## config.mk

```make
export PLATFORM = sky130hd
export DESIGN_NAME = tl_cntr_timed
export DESIGN_NICKNAME = d
export VERILOG_FILES = /design/src/rtl/tl_pkg.sv /design/src/rtl/tl_phase_timer.sv /design/src/rtl/tl_cntr_timed.sv
export SDC_FILE = /design/constraint.sdc
export NUM_CORES = 1
export LEC_CHECK = 0
export BUFFER_PORTS_ARGS = -buffer_cell sky130_fd_sc_hd__clkbuf_2
export CORE_MARGIN = 1
export CORE_UTILIZATION = 50
export DETAILED_ROUTE_END_ITERATION = 7
export PLACE_DENSITY_LB_ADDON = 0.3
export SYNTH_ARGS = -nofsm -noshare
export SYNTH_HDL_FRONTEND = slang
export SYNTH_HIERARCHICAL = 1
export SYNTH_SLANG_ARGS = --single-unit
```

## constraint.sdc

```tcl
create_clock -name clk -period 6.3 [get_ports clk]
set_input_delay 1.26 -clock clk [delete_from_list [all_inputs] [get_ports clk]]
set_output_delay 1.26 -clock clk [all_outputs]
set_load 0.05 [all_outputs]
```

## src/rtl/tl_pkg.sv

```systemverilog
// Shared light encodings and controller state encoding for the timed traffic-light controller.
package tl_pkg;

    localparam logic [1:0] GREEN  = 2'b00;
    localparam logic [1:0] YELLOW = 2'b01;
    localparam logic [1:0] RED    = 2'b10;
    localparam logic [1:0] OFF    = 2'b11;

    typedef enum logic [2:0] {
        S_AG    = 3'd0,
        S_AY    = 3'd1,
        S_AR    = 3'd2,
        S_BG    = 3'd3,
        S_BY    = 3'd4,
        S_BR    = 3'd5,
        S_FLASH = 3'd6
    } state_t;

endpackage

```

## src/rtl/tl_phase_timer.sv

```systemverilog
// Phase timer: saturating up-counter, cleared synchronously whenever the controller changes phase.
module tl_phase_timer #(
    parameter int CNT_W = 8
) (
    input  logic             clk,
    input  logic             reset_n,
    input  logic             clr,
    output logic [CNT_W-1:0] cnt
);

    always_ff @(posedge clk or negedge reset_n) begin
        if (!reset_n) begin
            cnt <= '0;
        end else if (clr) begin
            cnt <= '0;
        end else if (cnt != {CNT_W{1'b1}}) begin
            cnt <= cnt + CNT_W'(1);
        end
    end

endmodule

```

## src/rtl/tl_cntr_timed.sv

```systemverilog
// Two-street traffic-light controller with min/max green, timed yellow, all-red clearance
// and a night flashing-yellow mode.
//
//   state   | meaning
//   S_AG    | A green, B red
//   S_AY    | A yellow, B red
//   S_AR    | all red, clearing before B green (or flash)
//   S_BG    | B green, A red
//   S_BY    | B yellow, A red
//   S_BR    | all red, clearing before A green (or flash)
//   S_FLASH | both flashing yellow, blink toggles every FLASH_T cycles
module tl_cntr_timed
    import tl_pkg::*;
#(
    parameter int GREEN_MIN = 4,
    parameter int GREEN_MAX = 12,
    parameter int YELLOW_T  = 3,
    parameter int ALLRED_T  = 1,
    parameter int FLASH_T   = 3,
    parameter int CNT_W     = 8
) (
    input  logic       clk,
    input  logic       reset_n,
    input  logic       Ta,
    input  logic       Tb,
    input  logic       flash_en,
    output logic [1:0] La,
    output logic [1:0] Lb,
    output logic       busy_clr
);

    localparam logic [CNT_W-1:0] GMIN_M1  = CNT_W'(GREEN_MIN - 1);
    localparam logic [CNT_W-1:0] GMAX_M1  = CNT_W'(GREEN_MAX - 1);
    localparam logic [CNT_W-1:0] YEL_M1   = CNT_W'(YELLOW_T - 1);
    localparam logic [CNT_W-1:0] ARED_M1  = CNT_W'(ALLRED_T - 1);
    localparam logic [CNT_W-1:0] FLASH_M1 = CNT_W'(FLASH_T - 1);

    state_t           state, state_nxt;
    logic             blink, blink_nxt;
    logic             clr;
    logic [CNT_W-1:0] timer;
    logic             tmin, tmax;

    tl_phase_timer #(.CNT_W(CNT_W)) u_timer (
        .clk     (clk),
        .reset_n (reset_n),
        .clr     (clr),
        .cnt     (timer)
    );

    assign tmin = (timer >= GMIN_M1);
    assign tmax = (timer >= GMAX_M1);

    always_comb begin
        state_nxt = state;
        blink_nxt = blink;
        case (state)
            S_AG: if (tmin && (!Ta || flash_en || (Tb && tmax))) state_nxt = S_AY;
            S_AY: if (timer >= YEL_M1) state_nxt = S_AR;
            S_AR: begin
                if (timer >= ARED_M1) begin
                    if (flash_en) begin
                        state_nxt = S_FLASH;
                        blink_nxt = 1'b1;
                    end else begin
                        state_nxt = S_BG;
                    end
                end
            end
            S_BG: if (tmin && (!Tb || flash_en || (Ta && tmax))) state_nxt = S_BY;
            S_BY: if (timer >= YEL_M1) state_nxt = S_BR;
            S_BR: begin
                if (timer >= ARED_M1) begin
                    if (flash_en) begin
                        state_nxt = S_FLASH;
                        blink_nxt = 1'b1;
                    end else begin
                        state_nxt = S_AG;
                    end
                end
            end
            S_FLASH: begin
                // Leaving flash always goes through all-red so the first green starts clean.
                if (!flash_en) state_nxt = S_BR;
                else if (timer == FLASH_M1) blink_nxt = ~blink;
            end
            default: state_nxt = S_AG;
        endcase
    end

    // The timer restarts on every phase change and on every blink half-period.
    assign clr = (state_nxt != state) || (blink_nxt != blink);

    always_ff @(posedge clk or negedge reset_n) begin
        if (!reset_n) begin
            state <= S_AG;
            blink <= 1'b1;
        end else begin
            state <= state_nxt;
            blink <= blink_nxt;
        end
    end

    always_comb begin
        La       = RED;
        Lb       = RED;
        busy_clr = 1'b0;
        case (state)
            S_AG: La = GREEN;
            S_AY: begin
                La       = YELLOW;
                busy_clr = 1'b1;
            end
            S_AR: busy_clr = 1'b1;
            S_BG: Lb = GREEN;
            S_BY: begin
                Lb       = YELLOW;
                busy_clr = 1'b1;
            end
            S_BR: busy_clr = 1'b1;
            S_FLASH: begin
                La = blink ? YELLOW : OFF;
                Lb = blink ? YELLOW : OFF;
            end
            default: ;
        endcase
    end

endmodule
```

After elaboration in Yosys (flattened, before gate mapping):

Cells that the tools add are included.

* bits in registers: 12
* input bits: 5
* output and inout port bits: 5
* logic and storage cells: 55

* add/sub/neg operators: 1
* $lt $le $gt $ge: 4
* equal/unequal tests: 10
* mux-type cells: 21
* bitwise operators: 1
* reductions and logical operators: 15

Operators by type and width (number)
* 2-to-1 mux 3 bit: 9
* one-hot mux 3 bit (7 select lines): 1
* greater-or-equal comparator 8 x 2 -> 1 bit, second input constant: 2
* 2-to-1 mux 8 bit: 2
* one-hot mux 2 bit (3 select lines): 2
* == test 3 bit, second input constant: 3
* adder 8 x 1 -> 8 bit, second input constant: 1
* == test 8 x 2 -> 1 bit, second input constant: 1
* greater-or-equal comparator 8 x 1 -> 1 bit, second input constant: 1
* greater-or-equal comparator 8 x 4 -> 1 bit, second input constant: 1
* inequality test 8 bit, second input constant: 1
* == test 3 x 2 -> 1 bit, second input constant: 2
* logical OR 1 bit: 5
* 2-to-1 mux 1 bit: 5
* logical AND 1 bit: 4
* OR reduction 4 bit: 1
* == test 3 x 1 -> 1 bit, second input constant: 1
* zero test 3 bit: 1
* inequality test 3 bit: 1
* zero test 1 bit: 2
* 2-to-1 mux 2 bit: 1
* one-hot mux 1 bit (2 select lines): 1
* nonzero test 2 bit: 1
* OR reduction 2 bit: 1
* 2 further kinds: 2

Logic depth before layout (Yosys ltp):

* depth after elaboration: 9
* mapped depth: 8
* gate-level depth less buffers: 6

Hierarchy:

The synthesis kept the hierarchy.

Modules (own cells, without submodules)
* tl_cntr_timed: instances 1, cells an instance 71, area an instance 531.8 um2, sequential area each 101.3 um2
* tl_phase_timer: instances 1, cells an instance 41, area an instance 421.7 um2, sequential area each 200.2 um2

Worst setup path after synthesis:

Ideal clock, no wire load.

* kind: flip-flop to output port
* start point: reg state[1]
* end point: out La[0]
* data arrival time: 1.806 ns
* required time: 5.040 ns
* setup slack: 3.234 ns
* cell stages (with the launch flop): 4
* path buffers: 2
* cell sequence: dfrtp_1 clkbuf_1 buf_2 o21ai_0

* cells in the longest elaborated chain, start to end: 2
* elaborated cells between the ends (all ways): 4
* those cells by class: eq/ne: 2; mux: 1; reduce/logical: 1

RTL lines
* from (decl): RTL line tl_cntr_timed.sv:38 `state_t state, state_nxt;`
* from (signal assigned): RTL line tl_cntr_timed.sv:99 `state <= state_nxt;`
* == test 3 bit, or another cell as far along: RTL line tl_cntr_timed.sv:108 `case (state)`
* one-hot mux 2 bit (3 select lines) (*): RTL line tl_cntr_timed.sv:108
* to (decl): RTL line tl_cntr_timed.sv:27 `output logic [1:0] La,`

Mark *: on every way between the ends. The rest lies on a longest branch, timed or not.

Worst setup path in the final report:

* start point: reg state[2]
* end point: out La[0]

Same word-level chain as after synthesis.

==> results.cfg <==
[critical_path]
regToRegStartpoint = u_timer/cnt[6]
cp-start-kind = flip-flop
end_kind = output port
crit_start = state[2]
critPathKind = reg -> out
crit_arrival_ns = 1.87
path_cells = nor2b_1, nand2_1, o21ai_0, clkbuf_2
cp_max_fo = 11
slowest_stage = dfrtp_1
crit_family = simple AND/OR/NAND/NOR gates
slowest_delay_ns = 0.55
cp_num_buf_inv = 1
critPathRequiredTime_ns = 5.04

[timing]
layout_setup_ws_ns = 3.17
final-setup-viol-count = 0
relSlewSlack_pct = 52.8
fmax_ghz = 0.320
hold_viol = 0
tns_ns = 0
fin_crit_ns = 3.13
fin_skew_ns = 0.00793
rsz0062_at_grt = false
fin_crit_sh_pct = 49.7
drv_slew = 0
tightest_slew_ns = 0.701

[synthesis]
ys_types = 49
synth_edf_count = 0
yosysWarnings = 6
seq_area_frac_synth_pct = 31.6
syn_nets = 118
synthCells = 112
async_flop_share_pct = 100
ys_ff_latch = 12
synth_area_per_cell_um2 = 8.51
synth_ff_type = dfrtp_1
syn_area_um2 = 953

[die]
ios = 10
die_area_um2 = 2090
die_w_um = 45.7
core_um2 = 1760
initial_core_util_pct = 54.0
chipHeight_um = 45.7
num_rows = 15

[global_routing]
grt_pass1_wl_um = 3590
track_usage_pct = 24.0
antenna_found_initial = 0
grt_overflow_total = 0
grt_pass1_vias = 771
grt_max_degree = 20

[clock_tree]
post_cts_buffers = 0
cts_max_level = 1
cts_hold_buf = 0
cts_buffer_depth = 2
insertion_delay_ns = 0.27
cts_sinks = 12
cts_resized = 0
cts_tree = done
numCtsBuffers = 3
clkSlewWorstSetupHoldPaths_ns = 0.07
clockRootBuffer = clkbuf_4

[routing]
wl_per_cell_um = 15.9
antenna_left = 0
vias = 915
drtPass1Iterations = 5
drt-total-wl_um = 2260
drc = 0
vias_per_cell = 6.44
initialDrtViolationCount = 60

[layout]
drive_above_1_share_pct = 20.5
nNetsFinal = 124
stdcell_area_um2 = 1020
area_growth_pct = 6.96
diodes = 0

[placed_design]
numPortBuffers = 9
gp_congestion = 0.901
dp_slack_ns = 3.34
dp_hpwl_um = 1580
place_area_um2 = 983

[power]
power_density_nw_per_um2 = 502
power_leakage_nw = 0.429
peakVddDrop_v = 0.000349
power_uw = 512

[status]
status = completed

[job]
drv_cap = 0

[min_path]
hold_class = reg -> reg
min_from = blink
==> final timing paths <==
check,endpoint,slack [ns],cells after the start
max,La[0],3.17,4
min,blink,0.58,2
max reg2reg,u_timer/cnt[2],4.05,6
min reg2reg,blink,0.58,2
max in group asynchronous,blink,5.15,1
min in group asynchronous,u_timer/cnt[2],0.86,1
==> power by group <==
part / internal (mW) / switching (mW)
Sequential: 0.0997 / 0.0614
Combinational: 0.102 / 0.187
Clock: 0.0351 / 0.0262
Total: 0.237 / 0.275
==> registers in the layout, indices dropped and copies added, names as in the netlist <==
register	flops
u_timer/cnt	8
state	3
blink	1
==> layer usage <==
| layer | vias up | global-route usage, % | wire, µm | share of wire [%] |
|---|---|---|---|---|
| met2 | 40 | 35.4 | 1100 | 49 |
| met1 | 434 | 34.9 | 995 | 44 |
| li1 | 437 | - | - | - |
| met3 | 4 | 6.75 | 150 | 6.6 |
| met4 | 0 | 4.85 | 12 | 0.53 |
| met5 | - | 0 | 0 | 0 |
==> metrics by stage <==
stage | util, % | hold slack (ns) | cells
6_report | 57.8 | 0.579 | 142
5_1_grt | 57.8 | 0.607 | 142
4_1_cts | 57.8 | 0.584 | 142
3_5_place_dp | 55.7 | 0.575 | 138
3_3_place_gp | 55.7 | 0.574 | 138
2_1_floorplan | - | 0.550 | 112
==> final cells by class <==
| class | instances | area (µm²) |
|---|---|---|
| sequential | 12 | 302 |
| tap | 25 | 31.3 |
| multi-input combinational | 89 | 594 |
| timing repair buffer | 9 | 45.0 |
| inverter | 3 | 11.3 |
| fill | 181 | 744 |
| clock buffer | 4 | 36.3 |
==> tightest hold or removal path: stages (launching register included) <==
cell,delay (ns)
dfstp_2,0.38
xor2_1,0.14
nand2_1,0.06
==> placed cells by master, fill, tap and decap left out, types with 2 or more instances in the layout <==
| cell | count |
|---|---|
| and3_1 | 2 |
| o21ai_0 | 4 |
| nand3_1 | 3 |
| clkbuf_4 | 3 |
| dfrtp_1 | 11 |
| a31oi_1 | 5 |
| a211oi_1 | 3 |
| nand2_1 | 7 |
| nor3_1 | 5 |
| nor2_1 | 4 |
| and2_1 | 2 |
| nand2b_1 | 4 |
| and4_2 | 3 |
| nand4_1 | 2 |
| inv_1 | 3 |
| nor4_1 | 2 |
| nor2b_1 | 2 |
| o21ai_1 | 2 |
| a21oi_1 | 10 |
| nor3b_1 | 2 |
| a211o_1 | 3 |
| clkbuf_2 | 9 |
==> logic make-up after synthesis <==
group	count (synthesis)	share of synthesized area (%)
and+or+nand+nor	47	30.7
AOI/OAI and AO/OA	38	27.4
DFF	12	31.6
buffers and inverters	11	6.04
xor gates and xnor gates	2	1.84
muxes	1	1.05
adders and majority gates	1	1.31
==> cells in the mapped netlist (all sizes together), types with 3 or more instances <==
library cell / instances / area [µm²]
dfrtp: 11 / 275
a21oi: 10 / 50.1
nand2: 7 / 26.3
o21ai: 6 / 30.0
a31oi: 5 / 31.3
nor3: 5 / 25.0
a211oi: 4 / 35.0
buf: 4 / 31.3
clkbuf: 4 / 15.0
nand2b: 4 / 25.0
nor2: 4 / 15.0
a211o: 3 / 26.3
and4: 3 / 30.0
inv: 3 / 11.3
nand3: 3 / 15.0
nand4: 3 / 25.0
No activity file was read; power rests on OpenSTA's default activity.
